[config.mk]
export PLATFORM = sky130hd
export DESIGN_NAME = hilo_unit
export DESIGN_NICKNAME = d
export VERILOG_FILES = /design/src/rtl/hilo_unit_pkg.sv /design/src/rtl/hilo_unit_mul_iter.sv /design/src/rtl/hilo_unit.sv
export SDC_FILE = /design/constraint.sdc
export NUM_CORES = 1
export LEC_CHECK = 0
export BUFFER_PORTS_ARGS = -buffer_cell sky130_fd_sc_hd__buf_2
export CAP_MARGIN = 0
export CELL_PAD_IN_SITES_DETAIL_PLACEMENT = 1
export CELL_PAD_IN_SITES_GLOBAL_PLACEMENT = 1
export CORE_MARGIN = 5
export CORE_UTILIZATION = 38
export CTS_CLUSTER_DIAMETER = 200
export DETAILED_ROUTE_END_ITERATION = 8
export PLACE_DENSITY_LB_ADDON = 0.1
export SLEW_MARGIN = 20
export SYNTH_ARGS = -nofsm -noshare
export SYNTH_HDL_FRONTEND = slang
export SYNTH_SLANG_ARGS = --single-unit
[constraint.sdc]
create_clock -name clk -period 19.72 [get_ports clk]
set_clock_uncertainty 0.1 [all_clocks]
set_input_delay 4.93 -clock clk [delete_from_list [all_inputs] [get_ports clk]]
set_output_delay 4.93 -clock clk [all_outputs]
set_load 0.05 [all_outputs]
[src/rtl/hilo_unit_pkg.sv]
// Shared definitions for the HI/LO register block and its iterative multiplier.
package hilo_unit_pkg;

    localparam int MULT_CYCLES = 32;
    localparam int CNT_W       = $clog2(MULT_CYCLES);

    typedef enum logic [1:0] {
        IDLE = 2'd0,
        RUN  = 2'd1,
        DONE = 2'd2
    } state_t;

endpackage

[src/rtl/hilo_unit_mul_iter.sv]
// Sequential shift-add core: one multiplier bit per step, LSB first, 2*WIDTH accumulator.
module mul_iter #(
    parameter int WIDTH = 32
) (
    input  logic               clk,
    input  logic               rst,
    input  logic               load,
    input  logic               step,
    input  logic [WIDTH-1:0]   a,
    input  logic [WIDTH-1:0]   b,
    output logic [2*WIDTH-1:0] acc
);

    logic [2*WIDTH-1:0] mcand;
    logic [WIDTH-1:0]   mplier;

    // NOTE: state registers use non-blocking assignments so every flop samples pre-edge values.
    always_ff @(posedge clk or posedge rst) begin
        if (rst) begin
            mcand  <= '0;
            mplier <= '0;
            acc    <= '0;
        end else if (load) begin
            mcand  <= {{WIDTH{1'b0}}, a};
            mplier <= b;
            acc    <= '0;
        end else if (step) begin
            if (mplier[0])
                acc <= acc + mcand;
            mcand  <= mcand << 1;
            mplier <= mplier >> 1;
        end
    end

endmodule

[src/rtl/hilo_unit.sv]
// Execute-stage HI/LO registers with a 33-cycle iterative MULT/MULTU and pipeline stall.
module hilo_unit
    import hilo_unit_pkg::*;
#(
    parameter int WIDTH = 32
) (
    input  logic             clk,
    input  logic             rst,
    input  logic             start_i,
    input  logic             signed_i,
    input  logic [WIDTH-1:0] srca_i,
    input  logic [WIDTH-1:0] srcb_i,
    input  logic             mthi_i,
    input  logic             mtlo_i,
    input  logic             flush_i,
    output logic             stall_o,
    output logic             busy_o,
    output logic [WIDTH-1:0] hi_o,
    output logic [WIDTH-1:0] lo_o
);

    state_t             state;
    logic [CNT_W-1:0]   count;
    logic               negate;
    logic               load;
    logic               step;
    logic [WIDTH-1:0]   mag_a;
    logic [WIDTH-1:0]   mag_b;
    logic [2*WIDTH-1:0] acc;
    logic [2*WIDTH-1:0] product;

    // Signed operands are reduced to magnitudes; the sign is reapplied once at DONE.
    assign mag_a = (signed_i && srca_i[WIDTH-1]) ? -srca_i : srca_i;
    assign mag_b = (signed_i && srcb_i[WIDTH-1]) ? -srcb_i : srcb_i;

    assign load    = (state == IDLE) && start_i && !flush_i;
    assign step    = (state == RUN)  && start_i && !flush_i;
    assign product = negate ? -acc : acc;

    // Reset also releases the stall so the pipeline is not frozen while held in reset.
    assign stall_o = start_i && (state != DONE) && !flush_i && !rst;

    mul_iter #(.WIDTH(WIDTH)) u_mul (
        .clk  (clk),
        .rst  (rst),
        .load (load),
        .step (step),
        .a    (mag_a),
        .b    (mag_b),
        .acc  (acc)
    );

    always_ff @(posedge clk or posedge rst) begin
        if (rst) begin
            state  <= IDLE;
            busy_o <= 1'b0;
            count  <= '0;
            negate <= 1'b0;
            hi_o   <= '0;
            lo_o   <= '0;
        end else begin
            case (state)
                IDLE: begin
                    if (start_i && !flush_i) begin
                        state  <= RUN;
                        busy_o <= 1'b1;
                        count  <= '0;
                        negate <= signed_i && (srca_i[WIDTH-1] ^ srcb_i[WIDTH-1]);
                    end else if (!start_i && !flush_i) begin
                        if (mthi_i) hi_o <= srca_i;
                        if (mtlo_i) lo_o <= srca_i;
                    end
                end
                RUN: begin
                    if (flush_i || !start_i) begin
                        state  <= IDLE;
                        busy_o <= 1'b0;
                    end else begin
                        count <= count + CNT_W'(1);
                        if (count == CNT_W'(MULT_CYCLES - 1))
                            state <= DONE;
                    end
                end
                DONE: begin
                    state  <= IDLE;
                    busy_o <= 1'b0;
                    if (start_i && !flush_i) begin
                        hi_o <= product[2*WIDTH-1:WIDTH];
                        lo_o <= product[WIDTH-1:0];
                    end
                end
                default: begin
                    state  <= IDLE;
                    busy_o <= 1'b0;
                end
            endcase
        end
    end

endmodule
# ---- After elaboration in Yosys (flattened, before gate mapping)
# Index checks and enable logic that the tools add are counted.
dict set report word_totals {
  register_bits 233
  latch_bits 0
  mem_bits_rw 0
  mem_bits_ro 0
  in_bits 71
  word_cells 86
  n_memories 0
}
dict set report op_classes {
  addsub 5
  multipliers 0
  div 0
  order_cmp 0
  eq_ne 13
  shift 0
  n_mux 30
  bitwise_logic 1
  reduce_logical 28
}
# operator count
set op_table {}
lappend op_table {{32-bit two-way mux} 12}
lappend op_table {{64-bit two-way mux} 6}
lappend op_table {{32-bit one-hot mux with 2 select lines} 2}
lappend op_table {{64-bit adder} 1}
lappend op_table {{32-bit negator} 2}
lappend op_table {{64-bit negator} 1}
lappend op_table {{1-bit logical AND} 12}
lappend op_table {{2-bit inequality test, second input constant} 6}
lappend op_table {{5-bit two-way mux} 2}
lappend op_table {{5-bit one-hot mux with 2 select lines} 1}
lappend op_table {{5-bit AND reduction} 2}
lappend op_table {{2-bit AND reduction} 4}
lappend op_table {{2-bit nonzero test} 4}
lappend op_table {{2-bit two-way mux} 3}
lappend op_table {{2-bit by 1-bit inequality test with 1-bit output, second input constant} 3}
lappend op_table {{5-bit by 1-bit adder with 5-bit output, second input constant} 1}
lappend op_table {{5-bit equality test, second input constant} 1}
lappend op_table {{2-bit one-hot mux with 2 select lines} 1}
lappend op_table {{1-bit logical NOT} 3}
lappend op_table {{3-bit by 1-bit inequality test with 1-bit output, second input constant} 1}
lappend op_table {{3-bit AND reduction} 1}
lappend op_table {{2-bit by 1-bit equality test with 1-bit output, second input constant} 1}
lappend op_table {{2-bit equality test, second input constant} 1}
lappend op_table {{2-bit logical NOT} 1}
lappend op_table {{other kinds (4)} 5}

# ---- Logic depth before layout (Yosys ltp)
# Gate-level depths: netlist of run 1.
dict set report depth {
  ltp_word 5
  ltp_mapped 11
  mapped_depth_nobuf 11
}

# ---- Modules after synthesis
# Synthesis of run 1 repeated with hierarchy kept, for this count alone.
dict set report hier_totals {
  hier_cells 2031
  area_unflattened_um2 16753.6
}
# mod n_inst cells_per_inst area_each_um2 seq_area_each_um2
set by_module_without_submodules {}
lappend by_module_without_submodules {mul_iter 1 1257 10731.5 4003.8}
lappend by_module_without_submodules {hilo_unit 1 774 6022.0 1826.8}

# ---- Worst setup path after synthesis of run 1
# OpenSTA, ideal clock, no wires.
dict set report synth_timing {
  kind {input to output}
  start {input flush_i}
  end {output stall_o}
  arrival_ns 6.192
  t_required_ns 14.690
  slack_ns 8.498
  stages 2
  path_buffers 0
  path_cell_list {nand2b_1 nor3_1}
}
dict set report synth_between {
  elab_chain_cells 3
}
# item line
set synth_rtl {}
lappend synth_rtl {{start: declaration} hilo_unit.sv:15} ;# input logic flush_i,
lappend synth_rtl {{1-bit logical NOT} hilo_unit.sv:41} ;# assign stall_o = start_i && (state != DONE) && !flush_i && !rst;
lappend synth_rtl {{1-bit logical AND (2 in series)} hilo_unit.sv:41}
lappend synth_rtl {{end: declaration} hilo_unit.sv:16} ;# output logic stall_o,
# Every way passes these cells.

# ---- Worst setup path in the final report of run 1
# Ends and elaborated chain as after synthesis.

==> metrics.txt, run 1 <==
status=complete, no violations; ys async rst share=1.00; Reg power frac=0.373; CP Launch Type=input port; hold_buf cts=0; Worst EP arrival=5.76 ns; Final setup viols=0; Yosys cell types=between 70 and 80; Sw Ratio=0.365; clock power share=0.349; PortBufs=136; total power=1.54 mW; drt pass-1 iters=5; share of layout cells above drive strength 1=0.108; worst skew pair latency=0.57 ns; GRT Total Usage=0.236; Synth area leaders=dfrtp_1 36%, nand2_1 7.9%, o21ai_0 6.6%; H-tree levels=1; Mapped Nets=~2100; DIE AREA=46500 µm²; post-synthesis register bit count=around 230; synthesis-to-layout area growth=12.5%; via/cell ratio=5.71; cell area after synthesis=between 15000 and 20000 µm²; Setup Slack @ Placement=8.93 ns; Ys Warns=0; Worst Hold Class=flip-flop to flip-flop; endpoints failing hold=0; Reg2Reg Depth=10; sw power=561 µW; hpwl dp=between 40000 and 50000 µm; number of cells upsized or downsized after cts=0; Die H=216 µm; Tcrit/Tclk final=0.547; post-route setup slack=8.93 ns; EDFF count, synth=0; clock sinks=233; Setup TNS=0 ns; clock root buffer=clkbuf_16; Syn Inst Count=2005; vias in the first global route=15700; WHS=0.373 ns; commonest cells in the netlist=337 x nand2_1, 233 x dfrtp_1, 212 x o21ai_0; CTS buffer count=29; Post CTS Setup Buffer Count=0; Max IR drop VDD=0.0609 mV; FMAX=slightly above 90 MHz; RSZ-0062 raised after global routing=false; ANT cells=0; average wire per standard cell=21.3 µm; Crit Path Max Fanout=4; Worst Path Required=14.69 ns; Leakage=roughly 8.4 nW; first-pass GRT wire length=slightly below 90000 µm; antenna violations before repair=1; Die Wd=216 µm; drt total wl=~56000 µm; clk slew on worst S/H paths=0.06 ns; CTS tree=built; hold depth=2; Cell Rows=75; part of the power in combinational logic=0.278; Starting DRT DRC Count=799; via count=between 15000 and 20000; io pins=between 100 and 150; GRT overflow=0; register area share after synthesis=0.363; drc violations=0; MaxCap Viol Count=0; CP Class=input port to primary output; Int Pwr=~1000 µW; final critical-path required period=10.79 ns; critical path endpoint category=primary output; dominant synthesized flop cell=dfrtp_1; top cell type by total area after synthesis=dfrtp_1; largest net degree at the start of global routing=115; most numerous cell in the Yosys netlist=nand2_1; ratio of total power to cell area=85.0 nW/µm²; RePlAce Congestion=0.908; Slew headroom=0.240; Post-Syn Area per Cell=8.02 µm²; Slew Viols, Final=0; Worst-Margin Slew=1.14 ns; antenna-violating nets left=0; nets@finish=2209; Synth top area share=0.363; final core occ=0.432; Initial Utilization=0.384; Placeable Area=41900 µm²; clock buffer depth=3
[power by group through the flow]
stage,Clock [mW],Sequential (mW),Combinational (mW)
detailed placement,0,0.583,0.431
finish,0.536,0.574,0.427
global placement,0,0.581,0.423
floorplan,0,0.654,0.223
CTS,0.553,0.575,0.432
global route,0.568,0.582,0.468
[critical path, stage by stage]
cell      delay [ns]
buf_2           0.11
nand2b_1        0.22
nor3_1          0.20
buf_2           0.29
[stage by stage]
stage | instance area (µm²) | cells
floorplan | 16100 | 2005
global placement | 17200 | 2577
global route | 18100 | 2629
CTS | 18100 | 2629
detailed placement | 17200 | 2577
finish | 18100 | 2629
[area by class of cell]
| class | count | area (µm²) |
|---|---|---|
| clock buffers | 47 | 853 |
| clock inverters | 5 | 75.1 |
| fillers | 5105 | 23800 |
| inverters | 32 | 128 |
| multi-input cells | 1621 | 9720 |
| flip-flops and latches | 233 | 5840 |
| well taps | 539 | 674 |
| repair buffers | 152 | 801 |
[layer usage]
metal / track usage / vias to the layer above / part of all wire / wire length [µm]
li1: - / 7256 / - / -
met1: 0.312 / 7424 / 0.46 / 25600
met2: 0.403 / 232 / 0.48 / 26900
met3: 0.0392 / 100 / 0.037 / 2070
met4: 0.0625 / 2 / 0.028 / 1590
met5: 0 / - / 0.00023 / 13
[path summary, 6_finish.rpt]
check                                    startpoint                          end  slack [ns]
hold reg to reg                lo_o[18]$_DFFE_PP0P_         lo_o[18]$_DFFE_PP0P_        0.37
max in group asynchronous                       rst           negate$_DFFE_PP0P_       13.53
setup reg to reg           u_mul.acc[2]$_DFFE_PP0P_    u_mul.acc[53]$_DFFE_PP0P_       15.68
hold / removal                 lo_o[18]$_DFFE_PP0P_         lo_o[18]$_DFFE_PP0P_        0.37
min in group asynchronous                       rst  u_mul.mplier[7]$_DFFE_PP0P_        4.40
setup / recovery                            flush_i                      stall_o        8.93
[cell families after synthesis]
| family | Yosys count | synth area share |
|---|---|---|
| adders and majority gates | 70 | 0.0548 |
| muxes | 12 | 0.00755 |
| DFF | 233 | 0.363 |
| xor gates and xnor gates | 168 | 0.0915 |
| AOI/OAI and AO/OA | 621 | 0.235 |
| buffers and inverters | 151 | 0.0353 |
| and+or+nand+nor | 750 | 0.213 |
[cells in the final DEF (no fill, tap or decap), types with 7 or more instances in the layout]
cell and instances:
xor2_1 86, nor2b_1 7, nand2b_1 12, nand3_1 65
nor4_1 13, buf_4 16, nand2_1 336, o21ai_0 212
ha_1 68, or2_2 7, o31ai_1 63, o41ai_1 10
buf_2 136, nor2_1 177, o211ai_1 11, and3_1 13
xnor2_1 82, nor3_1 22, nand4_1 25, o21bai_1 15
a31oi_1 12, and2_1 11, o21a_1 11, a21o_1 42
or4_1 11, a21oi_1 169, dfrtp_1 231, a211oi_1 20
clkbuf_16 29, mux2i_1 11, clkbuf_1 12, or3_1 24
inv_1 30
[sequential cells by signal, indices dropped and copies added, names as in the netlist]
register and cells:
u_mul.acc 64, u_mul.mcand 64, hi_o 32, lo_o 32
u_mul.mplier 32, count 5, state 2, busy_o 1
negate 1
(Power assumes the default switching activity.)
==> inputs of run 2 (changes only) <==
==> constraint.sdc (replaced) <==
create_clock -name clk -period 9.35 [get_ports clk]
set_clock_uncertainty 0.1 [all_clocks]
set_input_delay 2.3375 -clock clk [delete_from_list [all_inputs] [get_ports clk]]
set_output_delay 2.3375 -clock clk [all_outputs]
set_load 0.05 [all_outputs]
==> run 2 against run 1 <==
Against the previous run: register-to-register slack got worse by 10 ns; critical endpoint unchanged; sequential cell count did not move; cell count rose by 0.11%; sequential share of layout area fell by 0.22 points; clock power rose by 130%.
==> metrics.txt, run 2 (synthesized netlist as in run 1, its figures left out) <==
Leakage=8.46 nW (+0.76%); share of layout cells above drive strength 1=0.114 (+0.00569); CTS tree=built; drt pass-1 iters=5 (unchanged); clock power share=0.368 (+0.019); Slew headroom=0.273 (+0.0331); Tcrit/Tclk final=0.599; clk slew on worst S/H paths=0.06 ns (about the same); io pins=137 (unchanged); Cells after DPL=2577 (unchanged); Post CTS Setup Buffer Count=0 (unchanged); endpoints failing hold=0 (unchanged); most frequent cells in the layout=336 x nand2_1, 231 x dfrtp_1, 212 x o21ai_0; Setup Slack @ Placement=3.75 ns (-5.18 ns); Cell Rows=75 (unchanged); Die H=216 µm (unchanged); ratio of total power to cell area=184 nW/µm² (+120%); via count=15100 (+0.43%); synthesis-to-layout area growth=13.3%; clock sinks=233 (unchanged); GRT Total Usage=0.240 (+0.00380); RSZ-0062 raised after global routing=false; total power=3.35 mW (+120%); Initial Utilization=0.384 (unchanged); most common cell after layout, fill and taps aside=nand2_1; hold depth=2 (unchanged); hold_buf cts=0 (unchanged); R2R Path Start=u_mul.acc[1]$_DFFE_PP0P_; Reg2Reg Depth=10 (unchanged); drt total wl=56900 µm (+1.3%); Slew Viols, Final=0 (unchanged); number of cells upsized or downsized after cts=0 (unchanged); Reg2Reg Setup Slack=5.34 ns (-10.34 ns); PortBufs=136 (unchanged); RePlAce Congestion=0.922 (+1.6%); Hold EP=hi_o[20]$_DFFE_PP0P_; post-route setup slack=3.75 ns (-5.18 ns); Sw Ratio=0.360 (-0.00537); Worst Hold Class=flip-flop to flip-flop; final core occ=0.435 (+0.00296); Max IR drop VDD=0.127 mV (+110%); final critical-path required period=5.60 ns; Worst-Margin Slew=1.09 ns (-0.0496 ns); Worst Path Required=6.91 ns (-7.78 ns); drc violations=0 (unchanged); Starting DRT DRC Count=952 (+19%); Int Pwr=2.15 mW (+120%); critical path endpoint category=primary output; H-tree levels=1 (unchanged); average wire per standard cell=21.6 µm (+1.2%); antenna violations before repair=2 (+1); MaxCap Viol Count=0 (unchanged); hpwl dp=42400 µm (+0.89%); CTS buffer count=29 (unchanged); Fill cells=5065 (-0.78%); top flop regs=u_mul.acc: 64 flops, u_mul.mcand: 64 flops; non-filler instance count after layout=2632 (+0.11%); r2r endpoint=u_mul.acc[53]$_DFFE_PP0P_; CP Class=input port to primary output; Reg power frac=0.362 (-0.011); part of the power in combinational logic=0.270 (-0.008); GRT overflow=0 (unchanged); vias in the first global route=15600 (-0.43%); Placeable Area=41900 µm² (unchanged); first-pass GRT wire length=91100 µm (+2.0%); Crit Path Max Fanout=4 (unchanged); largest net degree at the start of global routing=120 (+4.3%); sw power=1.21 mW (+110%); nets@finish=2209 (unchanged); status=complete, no violations; Final setup viols=0 (unchanged); FMAX=179 MHz; Setup TNS=0 ns (unchanged); clock root buffer=clkbuf_16; clock buffer depth=3 (unchanged); DIE AREA=46500 µm² (unchanged); CP Launch Type=input port; HP Start=hi_o[20]$_DFFE_PP0P_; Worst EP arrival=3.16 ns (-2.60 ns); worst skew pair latency=0.57 ns (about the same); Die Wd=216 µm (unchanged); CP startpoint=flush_i; via/cell ratio=5.73 (+0.32%); antenna-violating nets left=0 (unchanged)
[run 2: changes by cell type in the layout (fill, tap and decap cells not counted), sizes merged]
cell      delta
bufinv       +3
clkinv       +5
inv          +1
clkinvlp     +2
diode        +2
clkbuf      -10
[run 2: worst max path at each step]
stage                          to  cells past startpoint  slack, ns
2_1_floorplan  busy_o$_DFFE_PP0P_                      1       0.52
4_1_cts                   stall_o                      4       3.74
5_1_grt                   stall_o                      4       3.67
3_5_place_dp              stall_o                      4       3.75
3_3_place_gp              stall_o                      4       3.75
6_report                  stall_o                      4       3.75
[run 2: layer usage]
| metal | track usage | part of all wire | up-vias |
|---|---|---|---|
| li1 | - | - | 7245 |
| met4 | 0.0595 | 0.025 | 0 |
| met1 | 0.323 | 0.46 | 7531 |
| met3 | 0.0327 | 0.034 | 76 |
| met5 | 0 | 0 | - |
| met2 | 0.409 | 0.48 | 227 |
[run 2: power groups by stage]
stage          combinational, mW  clock [mW]  sequential [mW]
2_1_floorplan              0.469           0             1.38
5_1_grt                    0.992        1.31             1.23
3_5_place_dp               0.911           0             1.23
4_1_cts                    0.914        1.27             1.21
3_3_place_gp               0.893           0             1.23
6_report                   0.905        1.23             1.21
[run 2: area by class of cell]
class	count	area, µm²	area share
Antenna cell	2	5.00	0.000275
Timing Repair Buffer	152	805	0.0442
Sequential cell	233	5840	0.320
Multi-Input combinational cell	1621	9720	0.534
Clock buffer	37	826	0.0453
Inverter	32	128	0.00701
Clock inverter	16	218	0.0120
Tap cell	539	674	0.0370
[run 2: per-stage QoR]
| stage | instance area (µm²) | hold slack [ns] |
|---|---|---|
| 2_1_floorplan | 16100 | 0.345 |
| 3_3_place_gp | 17200 | 0.356 |
| 3_5_place_dp | 17200 | 0.360 |
| 4_1_cts | 18200 | 0.375 |
| 5_1_grt | 18200 | 0.394 |
| 6_report | 18200 | 0.370 |
[run 2: worst max-delay path, stage by stage]
cell and delay, ns:
buf_2 0.11, nand2b_1 0.23, nor3_1 0.20, buf_2 0.29
==> inputs of run 3 (changes only) <==
==> constraint.sdc (replaced) <==
create_clock -name clk -period 5.4 [get_ports clk]
set_clock_uncertainty 0.1 [all_clocks]
set_input_delay 1.35 -clock clk [delete_from_list [all_inputs] [get_ports clk]]
set_output_delay 1.35 -clock clk [all_outputs]
set_load 0.05 [all_outputs]
==> run 3 against run 2 <==
Against the previous run: clock power is 78% higher; largest cell class unchanged; global-route usage is 0.27 points higher; hold slack is essentially flat; utilization increased by 0.30 points; clock-buffer cell count is 2 higher; largest power group unchanged; sequential share of layout area is 0.22 points lower; via count increased by 0.54%; sequential cell count unchanged.
==> metrics.txt, run 3 (synthesized netlist as in run 1, its figures left out) <==
Leakage=8.51 nW (+0.66%); ratio of total power to cell area=321 nW/µm² (+74%); via count=15200 (+0.54%); clk slew on worst S/H paths=0.06 ns (about the same); top flop regs=u_mul.acc: 64 flops, u_mul.mcand: 64 flops; GRT Total Usage=0.242 (+0.00272); Die H=216 µm (unchanged); Cell Rows=75 (unchanged); number of cells upsized or downsized after cts=0 (unchanged); Initial Utilization=0.384 (unchanged); GRT overflow=0 (unchanged); most common cell after layout, fill and taps aside=nand2_1; WHS=0.371 ns (+0.0000780 ns); share of layout cells above drive strength 1=0.117 (+0.00279); Setup TNS=0 ns (unchanged); clock root buffer=clkbuf_16; Starting DRT DRC Count=889 (-6.6%); final critical-path required period=3.87 ns; io pins=137 (unchanged); Worst-Margin Slew=1.01 ns (-0.0813 ns); CTS tree=built; CTS buffer count=30 (+3.4%); Placeable Area=41900 µm² (unchanged); DIE AREA=46500 µm² (unchanged); wire length on met3=1520 µm (-21%); most frequent cells in the layout=336 x nand2_1, 231 x dfrtp_1, 212 x o21ai_0; post-route setup slack=1.53 ns (-2.22 ns); synthesis-to-layout area growth=14.1%; Worst Path Required=5.75 ns (-1.16 ns); hpwl dp=43700 µm (+3.1%); Crit Path Max Fanout=6 (+2); Die Wd=216 µm (unchanged); RSZ-0062 raised after global routing=false; Max IR drop VDD=0.228 mV (+79%); FMAX=approximately 260 MHz; drt total wl=57700 µm (+1.4%); CP Class=flip-flop to flip-flop; MaxCap Viol Count=0 (unchanged); CP Launch Type=flip-flop; clock sinks=233 (unchanged); met2 wire len=28200 µm (+2.8%); RePlAce Congestion=0.892 (-3.3%); Worst Hold Class=flip-flop to flip-flop; average wire per standard cell=21.8 µm (+1.1%); endpoints failing hold=0 (unchanged); Fill cells=5059 (-0.12%); ANT cells=0 (-2); highest metal used=met4; Slew Viols, Final=0 (unchanged); Cells after DPL=2585 (+0.31%); Setup Slack @ Placement=1.13 ns (-2.61 ns); first-pass GRT wire length=92200 µm (+1.2%); Final setup viols=0 (unchanged); drt pass-1 iters=5 (unchanged); M1 wire length=26900 µm (+3.1%); Slew headroom=0.328 (+0.0542); critical path endpoint category=flip-flop; hold_buf cts=0 (unchanged); nets@finish=2218 (+0.41%); drc violations=0 (unchanged); Worst EP arrival=4.22 ns (+1.06 ns); antenna violations before repair=0 (-2); non-filler instance count after layout=2640 (+0.30%); status=complete, no violations; vias in the first global route=15900 (+1.6%); clock buffer depth=3 (unchanged); antenna-violating nets left=0 (unchanged); largest net degree at the start of global routing=101 (-16%); final core occ=0.438 (+0.00296); PortBufs=136 (unchanged); via/cell ratio=5.74 (+0.24%); Post CTS Setup Buffer Count=0 (unchanged); worst skew pair latency=0.58 ns (about the same); Tcrit/Tclk final=0.716; H-tree levels=1 (unchanged)
[run 3: per-stage QoR]
| stage | cell area (µm²) | total power, mW |
|---|---|---|
| floorplan | 16100 | 3.20 |
| global placement | 17300 | 3.69 |
| detailed placement | 17300 | 3.73 |
| CTS | 18300 | 5.94 |
| global route | 18300 | 6.17 |
| finish | 18300 | 5.88 |
[run 3: final cells by class]
class,count,area [µm²],share of cell area
clock buffer,39,856,0.0467
clock inverter,16,219,0.0119
inverter,32,124,0.00676
multi-input combinational,1621,9710,0.530
sequential,233,5840,0.318
tap,539,674,0.0368
timing repair buffer,160,911,0.0497
[run 3: final timing paths]
check / to / from / slack (ns) / depth (start not counted)
max: u_mul.acc[53]$_DFFE_PP0P_ / u_mul.acc[2]$_DFFE_PP0P_ / 1.53 / 10
min: lo_o[9]$_DFFE_PP0P_ / lo_o[9]$_DFFE_PP0P_ / 0.37 / 1
max reg2reg: u_mul.acc[53]$_DFFE_PP0P_ / u_mul.acc[2]$_DFFE_PP0P_ / 1.53 / 10
min reg2reg: lo_o[9]$_DFFE_PP0P_ / lo_o[9]$_DFFE_PP0P_ / 0.37 / 1
max in group asynchronous: u_mul.mcand[27]$_DFFE_PP0P_ / rst / 3.33 / 3
min in group asynchronous: u_mul.mplier[1]$_DFFE_PP0P_ / rst / 0.90 / 2
[run 3: critical path, stage by stage, from the launching register on]
cell	delay (ns)
dfrtp_1	0.45
ha_1	0.40
nor2_1	0.08
o311ai_0	0.69
a21oi_1	0.27
nor3_1	0.50
o21ai_0	0.27
nand3_1	0.24
nand2_1	0.19
o2111a_1	0.30
a221o_1	0.27
[run 3: per-layer routing]
| layer | vias up | track usage |
|---|---|---|
| met4 | 0 | 0.0450 |
| met5 | - | 0 |
| met1 | 7631 | 0.333 |
| li1 | 7262 | - |
| met3 | 62 | 0.0230 |
| met2 | 206 | 0.421 |
[run 3: where the power goes]
part           switching, mW  total (mW)  internal, mW
clock                  0.841        2.19          1.35
sequential             0.171        2.10          1.93
combinational           1.11        1.59         0.475
